<file path="config.mk">
export PLATFORM = sky130hd
export DESIGN_NAME = rv_decode_stage
export DESIGN_NICKNAME = d
export VERILOG_FILES = /design/src/rtl/rv_pkg.sv /design/src/rtl/rv_decode_comb.sv /design/src/rtl/rv_decode_stage.sv
export SDC_FILE = /design/constraint.sdc
export NUM_CORES = 1
export LEC_CHECK = 0
export CAP_MARGIN = 0
export CORE_ASPECT_RATIO = 1.5
export CORE_UTILIZATION = 40
export DETAILED_ROUTE_END_ITERATION = 10
export GPL_ROUTABILITY_DRIVEN = 0
export PLACE_DENSITY = 0.76
export SKIP_LAST_GASP = 1
export SYNTH_ARGS = -nofsm -noshare
export SYNTH_HDL_FRONTEND = slang
export SYNTH_SLANG_ARGS = --single-unit
</file>
<file path="constraint.sdc">
create_clock -name clk -period 6.7 [get_ports clk]
set_clock_uncertainty 0.2 [all_clocks]
set_input_delay 1.675 -clock clk [delete_from_list [all_inputs] [get_ports clk]]
set_output_delay 1.675 -clock clk [all_outputs]
set_load 0.1 [all_outputs]
</file>
<file path="src/rtl/rv_pkg.sv">
// rv_pkg: RV32I/M opcodes, control codes and the decoded control bundle
package rv_pkg;
  localparam logic [6:0] OPC_OP = 7'b0110011, OPC_OPIMM = 7'b0010011, OPC_LOAD = 7'b0000011,
                         OPC_STORE = 7'b0100011, OPC_BRANCH = 7'b1100011, OPC_JAL = 7'b1101111,
                         OPC_JALR = 7'b1100111;
  localparam logic [4:0] ALU_ADD = 5'd0, ALU_SUB = 5'd1, ALU_AND = 5'd2, ALU_OR = 5'd3,
                         ALU_XOR = 5'd4, ALU_SLL = 5'd5, ALU_SRL = 5'd6, ALU_SRA = 5'd7,
                         ALU_SLTU = 5'd8, ALU_SLT = 5'd9;
  localparam logic [4:0] MUL_MUL = 5'd10, MUL_MULH = 5'd11, MUL_MULHSU = 5'd12, MUL_MULHU = 5'd13,
                         MUL_DIV = 5'd14, MUL_DIVU = 5'd15, MUL_REM = 5'd16, MUL_REMU = 5'd17;
  localparam logic [4:0] BR_EQ = 5'd0, BR_NE = 5'd1, BR_LT = 5'd2, BR_GE = 5'd3,
                         BR_LTU = 5'd4, BR_GEU = 5'd5;
  localparam logic [1:0] RES_ALU = 2'b00, RES_MEM = 2'b01, RES_PC4 = 2'b10;
  typedef struct packed {
    logic [4:0] rd;
    logic [4:0] rs1;
    logic [4:0] rs2;
    logic [4:0] control;
    logic [1:0] result_src;
    logic       reg_write;
    logic       wed;
    logic       imm_src;
    logic       is_branch;
    logic       is_jmp;
    logic       is_jmpr;
    logic       illegal;
  } dec_bundle_t;
endpackage

</file>
<file path="src/rtl/rv_decode_comb.sv">
// rv_decode_comb: combinational RV32I/M instruction decoder with illegal detection
module rv_decode_comb
  import rv_pkg::*;
#(
  parameter int XLEN = 32,
  parameter bit EN_M = 1'b1
) (
  input  logic [31:0]     i_instr,
  output dec_bundle_t     o_dec,
  output logic [XLEN-1:0] o_imm,
  output logic            o_is_m
);
  logic [6:0] w_opc, w_f7;
  logic [2:0] w_f3;
  logic [4:0] w_alu, w_br, w_mul, w_ctrl;
  logic [31:0] w_imm32;
  logic w_op, w_opimm, w_load, w_store, w_branch, w_jal, w_jalr, w_m, w_op_ok, w_ill;
  assign w_opc    = i_instr[6:0];
  assign w_f3     = i_instr[14:12];
  assign w_f7     = i_instr[31:25];
  assign w_op     = w_opc == OPC_OP;
  assign w_opimm  = w_opc == OPC_OPIMM;
  assign w_load   = w_opc == OPC_LOAD;
  assign w_store  = w_opc == OPC_STORE;
  assign w_branch = w_opc == OPC_BRANCH;
  assign w_jal    = w_opc == OPC_JAL;
  assign w_jalr   = w_opc == OPC_JALR;
  assign w_m      = w_op && w_f7 == 7'b0000001;
  assign w_op_ok  = w_f7 == 7'b0000000 || (w_f7 == 7'b0100000 && (w_f3 == 3'b000 || w_f3 == 3'b101))
                    || (EN_M && w_m);
  assign w_ill    = !(w_op || w_opimm || w_load || w_store || w_branch || w_jal || w_jalr)
                    || (w_op && !w_op_ok) || (w_branch && w_f3[2:1] == 2'b01);
  assign o_is_m   = EN_M && w_m;
  always_comb begin
    case (w_f3)
      3'b000:  w_alu = (w_op && i_instr[30]) ? ALU_SUB : ALU_ADD;
      3'b001:  w_alu = ALU_SLL;
      3'b010:  w_alu = ALU_SLT;
      3'b011:  w_alu = ALU_SLTU;
      3'b100:  w_alu = ALU_XOR;
      3'b101:  w_alu = i_instr[30] ? ALU_SRA : ALU_SRL;
      3'b110:  w_alu = ALU_OR;
      default: w_alu = ALU_AND;
    endcase
    case (w_f3)
      3'b001:  w_br = BR_NE;
      3'b100:  w_br = BR_LT;
      3'b101:  w_br = BR_GE;
      3'b110:  w_br = BR_LTU;
      3'b111:  w_br = BR_GEU;
      default: w_br = BR_EQ;
    endcase
    case (w_f3)
      3'b000:  w_mul = MUL_MUL;
      3'b001:  w_mul = MUL_MULH;
      3'b010:  w_mul = MUL_MULHSU;
      3'b011:  w_mul = MUL_MULHU;
      3'b100:  w_mul = MUL_DIV;
      3'b101:  w_mul = MUL_DIVU;
      3'b110:  w_mul = MUL_REM;
      default: w_mul = MUL_REMU;
    endcase
  end
  assign w_ctrl = w_m ? w_mul : (w_op || w_opimm) ? w_alu : w_branch ? w_br : ALU_ADD;
  always_comb begin
    o_dec            = '0;
    o_dec.rd         = i_instr[11:7];
    o_dec.rs1        = i_instr[19:15];
    o_dec.rs2        = i_instr[24:20];
    o_dec.control    = w_ill ? ALU_ADD : w_ctrl;
    o_dec.result_src = (w_jal || w_jalr) ? RES_PC4 : w_load ? RES_MEM : RES_ALU;
    o_dec.reg_write  = !w_ill && (w_op || w_opimm || w_jal || w_jalr || w_load);
    o_dec.wed        = !w_ill && w_store;
    o_dec.imm_src    = w_opimm || w_load || w_jalr || w_store || w_branch;
    o_dec.is_branch  = w_branch;
    o_dec.is_jmp     = w_jal;
    o_dec.is_jmpr    = w_jalr;
    o_dec.illegal    = w_ill;
  end
  // B and J immediates carry an implicit zero LSB
  assign w_imm32 = (w_opimm || w_load || w_jalr) ? {{20{i_instr[31]}}, i_instr[31:20]}
                 : w_store  ? {{20{i_instr[31]}}, i_instr[31:25], i_instr[11:7]}
                 : w_branch ? {{19{i_instr[31]}}, i_instr[31], i_instr[7], i_instr[30:25], i_instr[11:8], 1'b0}
                 : w_jal    ? {{11{i_instr[31]}}, i_instr[31], i_instr[19:12], i_instr[20], i_instr[30:21], 1'b0}
                 : 32'd0;
  assign o_imm = XLEN'($signed(w_imm32));
endmodule

</file>
<file path="src/rtl/rv_decode_stage.sv">
// rv_decode_stage: registered decode stage with 2-entry skid buffer and mul/div issue throttle
module rv_decode_stage
  import rv_pkg::*;
#(
  parameter int XLEN    = 32,
  parameter bit EN_M    = 1'b1,
  parameter int MUL_LAT = 4
) (
  input  logic            clk,
  input  logic            rst,
  input  logic            flush,
  input  logic            in_valid,
  output logic            in_ready,
  input  logic [31:0]     in_instr,
  input  logic [XLEN-1:0] in_pc,
  output logic            out_valid,
  input  logic            out_ready,
  output logic [XLEN-1:0] out_pc,
  output logic [4:0]      out_rd,
  output logic [4:0]      out_rs1,
  output logic [4:0]      out_rs2,
  output logic [XLEN-1:0] out_imm,
  output logic [4:0]      out_control,
  output logic [1:0]      out_result_src,
  output logic            out_reg_write,
  output logic            out_wed,
  output logic            out_imm_src,
  output logic            out_is_branch,
  output logic            out_is_jmp,
  output logic            out_is_jmpr,
  output logic            out_illegal
);
  localparam int BW = MUL_LAT > 1 ? $clog2(MUL_LAT) : 1;
  typedef struct packed {
    dec_bundle_t     dec;
    logic [XLEN-1:0] imm;
    logic [XLEN-1:0] pc;
  } entry_t;
  entry_t r_main, r_skid, w_new;
  dec_bundle_t w_dec;
  logic [XLEN-1:0] w_imm;
  logic [BW-1:0] r_busy;
  logic r_main_v, r_skid_v, r_in_ready, w_is_m, w_accept, w_load_main;
  rv_decode_comb #(.XLEN(XLEN), .EN_M(EN_M)) u_dec (
    .i_instr(in_instr),
    .o_dec  (w_dec),
    .o_imm  (w_imm),
    .o_is_m (w_is_m)
  );
  assign w_new       = '{dec: w_dec, imm: w_imm, pc: in_pc};
  // the throttle only masks acceptance so in_ready stays a clean register output
  assign w_accept    = in_valid && r_in_ready && !flush && !(w_is_m && r_busy != '0);
  assign w_load_main = !r_main_v || out_ready;
  always_ff @(posedge clk or posedge rst)
    if (rst) begin
      r_main     <= '0;
      r_skid     <= '0;
      r_main_v   <= 1'b0;
      r_skid_v   <= 1'b0;
      r_in_ready <= 1'b0;
      r_busy     <= '0;
    end else if (flush) begin
      r_main_v   <= 1'b0;
      r_skid_v   <= 1'b0;
      r_in_ready <= 1'b1;
      r_busy     <= '0;
    end else begin
      if (w_load_main) begin
        if (r_skid_v || w_accept) r_main <= r_skid_v ? r_skid : w_new;
        r_main_v   <= r_skid_v || w_accept;
        r_skid_v   <= 1'b0;
        r_in_ready <= 1'b1;
      end else if (w_accept) begin
        r_skid     <= w_new;
        r_skid_v   <= 1'b1;
        r_in_ready <= 1'b0;
      end else r_in_ready <= !r_skid_v;
      r_busy <= (w_accept && w_is_m) ? BW'(MUL_LAT - 1) : (r_busy != '0) ? r_busy - BW'(1) : r_busy;
    end
  assign in_ready       = r_in_ready;
  assign out_valid      = r_main_v;
  assign out_pc         = r_main.pc;
  assign out_imm        = r_main.imm;
  assign out_rd         = r_main.dec.rd;
  assign out_rs1        = r_main.dec.rs1;
  assign out_rs2        = r_main.dec.rs2;
  assign out_control    = r_main.dec.control;
  assign out_result_src = r_main.dec.result_src;
  assign out_reg_write  = r_main.dec.reg_write;
  assign out_wed        = r_main.dec.wed;
  assign out_imm_src    = r_main.dec.imm_src;
  assign out_is_branch  = r_main.dec.is_branch;
  assign out_is_jmp     = r_main.dec.is_jmp;
  assign out_is_jmpr    = r_main.dec.is_jmpr;
  assign out_illegal    = r_main.dec.illegal;
endmodule

</file>
==> reports/qor.yml <==
synth:
  synth.distinct_cells: 53
  synth_area_leader_cell: "dfrtp_1"
  ys.flop_type: "dfrtp_1"
  async_flop_share_pct: 100
  synth_edf_count: 0
  yosys-top-cells-area: "dfrtp_1 (54%), nand2_1 (13%), mux2i_1 (6.3%)"
  synth.avg_cell_area_um2: 9.34
  netlist_instances: 831
  yosys.area.top_type_share_pct: 54.5
  syn_nets: 905
  synth_warnings: 0
  ys_ff_latch: 169
  ys_seq_area_share_pct: 54.5
  synthesis.area_um2: 7760
clock_tree:
  cts_inserted_buffers: 17
  clock_path_buffers: 2
  cts_max_level: 4
  cts_resized: 0
  hold_buffers: 0
  clock_latency_ns: 0.43
  cts_sinks: 169
  post_cts_buffers: 0
  root_buffer: "clkbuf_16"
  cts_tree: "yes"
  cts.clk_slew.worst_paths_ns: 0.06
drt:
  drt-pass1-iter-count: 5
  vias_per_cell: 5.08
  num_vias: 6230
  drt_wl_total_um: 19100
  antenna_left: 0
  drc: 0
  wire_per_inst_um: 15.5
  initialDrtViolationCount: 434
power:
  p_clk_share_pct: 30.9
  p_seq_share_pct: 40.2
  power.share.switching_pct: 37.8
  power_density_nw_per_um2: 309
  internal-power_mw: 1.93
  max-vdd-ir-drop_uv: 138
  power_frac_comb_pct: 28.8
  cellLeakagePower_nw: 4.36
  power.net_switching_mw: 1.17
sta:
  max_freq_ghz: 0.224
  setup_tns_ns: 0
  rsz0062_at_grt: "false"
  period_share_pct: 66.7
  whs_ns: 0.274
  maxSlewViolCount: 0
  setup_viol: 0
  slew_headroom_pct: 29.9
  worst_slew_pin_slew_ns: 1.05
  hold_viol: 0
  period_needed_ns: 4.47
placement:
  port_buffers: 163
  place_hpwl_um: 13300
setup_path:
  worstSetupPathType: "input pin to flip-flop"
  crit_path_max_fanout: 46
  r2r_end: "out_imm[11]"
  reg2reg_depth: 4
  crit_arrival_ns: 4.55
  critical_path_required_ns: 6.78
  rrSetupSlack_ns: 3.67
  crit_path_start_kind: "input pin"
  r2r-start: "r_skid_v"
  endpoint: "out_rd[4]"
  worstSetupEndpointType: "flip-flop"
  crit_start: "in_instr[6]"
final_layout:
  drive_above_1_share_pct: 6.90
  multi_input_comb_area_um2: 3170
  area.sequential_um2: 4230
  syn_to_final_growth_pct: 29.1
  fillers: 1737
  fin_nets: 1032
  num_antenna_cells: 0
floorplan:
  ioPinCount: 164
  rows: 62
  die_area_um2: 20000
  die_h_um: 173
  core_area_um2: 19100
  die_w_um: 116
  start_util_pct: 40.7
grt:
  grt_pass1_vias: 5939
  grt_pass1_wl_um: 30500
  grt_max_degree: 61
  track_usage_pct: 19.9
  gr-total-overflow: 0
  antenna_found_initial: 0
outcome:
  status: "complete, no violations"
hold_path:
  hold_depth: 2
  hp-class: "flip-flop to flip-flop"
run:
  cap_viol_max_count: 0
## how the worst min path moves through the flow
stage,from,endpoint,slack (ns)
2_1_floorplan,r_skid[71],r_skid[71],0.24
3_3_place_gp,r_skid[92],r_skid[92],0.26
3_5_place_dp,r_skid[80],r_skid[80],0.26
4_1_cts,r_skid[92],r_skid[92],0.28
5_1_grt,r_skid[5],r_skid[5],0.29
6_report,out_pc[6],out_pc[6],0.27
## cell usage after synthesis, types with 2 or more instances
cell type / count
nand2_1: 275
dfrtp_1: 169
o21ai_0: 98
mux2i_1: 49
a21oi_1: 30
nor2_1: 30
buf_2: 21
clkbuf_1: 21
o21ai_1: 16
mux2_2: 15
buf_4: 12
inv_1: 9
nand3_1: 9
nand2b_1: 6
buf_6: 5
ha_1: 5
nor2b_1: 5
a22oi_1: 4
nor3_1: 4
o211ai_1: 4
a21boi_0: 3
buf_1: 3
o22ai_1: 3
a21o_1: 2
a31oi_1: 2
a32oi_1: 2
nand3b_1: 2
o41ai_1: 2
## per-layer routing
metal	part of all wire [%]	vias to the layer above	track usage [%]
met4	2.4	0	7.64
met1	41	2975	24.2
met3	4.8	31	3.86
met2	52	194	34.4
met5	0	-	0
li1	-	3030	-
## worst max-delay path: stages
cell and delay (ns):
clkdlybuf4s50_1 0.60, nor3_1 0.41, nand4_4 0.19, o21ba_2 0.29, o21ai_4 0.67, buf_4 0.50
o21ai_0 0.18
## layout by cell type, fill, tap and decap left out, types with 6 or more instances in the layout
cell type / count
nand2b_1: 6
mux2i_1: 49
dfrtp_1: 168
inv_1: 8
nand3_1: 9
o21ai_1: 16
o21ai_0: 98
clkdlybuf4s50_1: 163
mux2_2: 15
nor2_1: 29
buf_4: 7
clkbuf_16: 17
nand2_1: 275
a21oi_1: 30
## final cells by class
type                            count  share of cell area [%]
Sequential cell                   169                    42.2
Tap cell                          256                    3.19
Timing Repair Buffer              170                    16.8
Clock inverter                     13                    1.35
Multi-Input combinational cell    591                    31.6
Clock buffer                       19                    4.42
Inverter                            9                   0.387
## per-stage QoR
step	cell area, µm²	utilization [%]	cells	worst slack, ns	power, mW
after floorplan	7760	-	831	0.250	1.92
after global placement	9450	49.5	1195	1.91	2.14
after detailed placement	9450	49.5	1195	1.83	2.16
after CTS	10000	52.5	1227	2.25	3.12
after global routing	10000	52.5	1227	1.99	3.23
final	10000	52.5	1227	2.23	3.10
## state kept, by name, indices dropped and copies added (netlist names), 2 cells and up
register,count
out_pc,32
out_rs1,5
out_control,5
out_rs2,5
out_imm,21
out_rd,5
r_skid,82
out_result_src,2
r_busy,2
## cells by family after synthesis
kind of cell | after synthesis | synth area share, %
adder cells (fa/ha/maj) | 5 | 0.806
XOR/XNOR | 1 | 0.113
multiplexers | 64 | 8.49
AO/OA/AOI/OAI | 179 | 13.1
AND/OR/NAND/NOR | 342 | 18.1
flip-flops | 169 | 54.5
buffers and inverters | 71 | 4.83
## power by group through the flow
| stage | clock [mW] | combinational, mW | sequential (mW) |
|---|---|---|---|
| global placement | 0 | 0.883 | 1.26 |
| floorplan | 0 | 0.211 | 1.71 |
| detailed placement | 0 | 0.896 | 1.27 |
| global route | 1.02 | 0.945 | 1.27 |
| CTS | 0.978 | 0.898 | 1.25 |
| finish | 0.957 | 0.893 | 1.25 |
No activity file was read; power rests on OpenSTA's default activity.
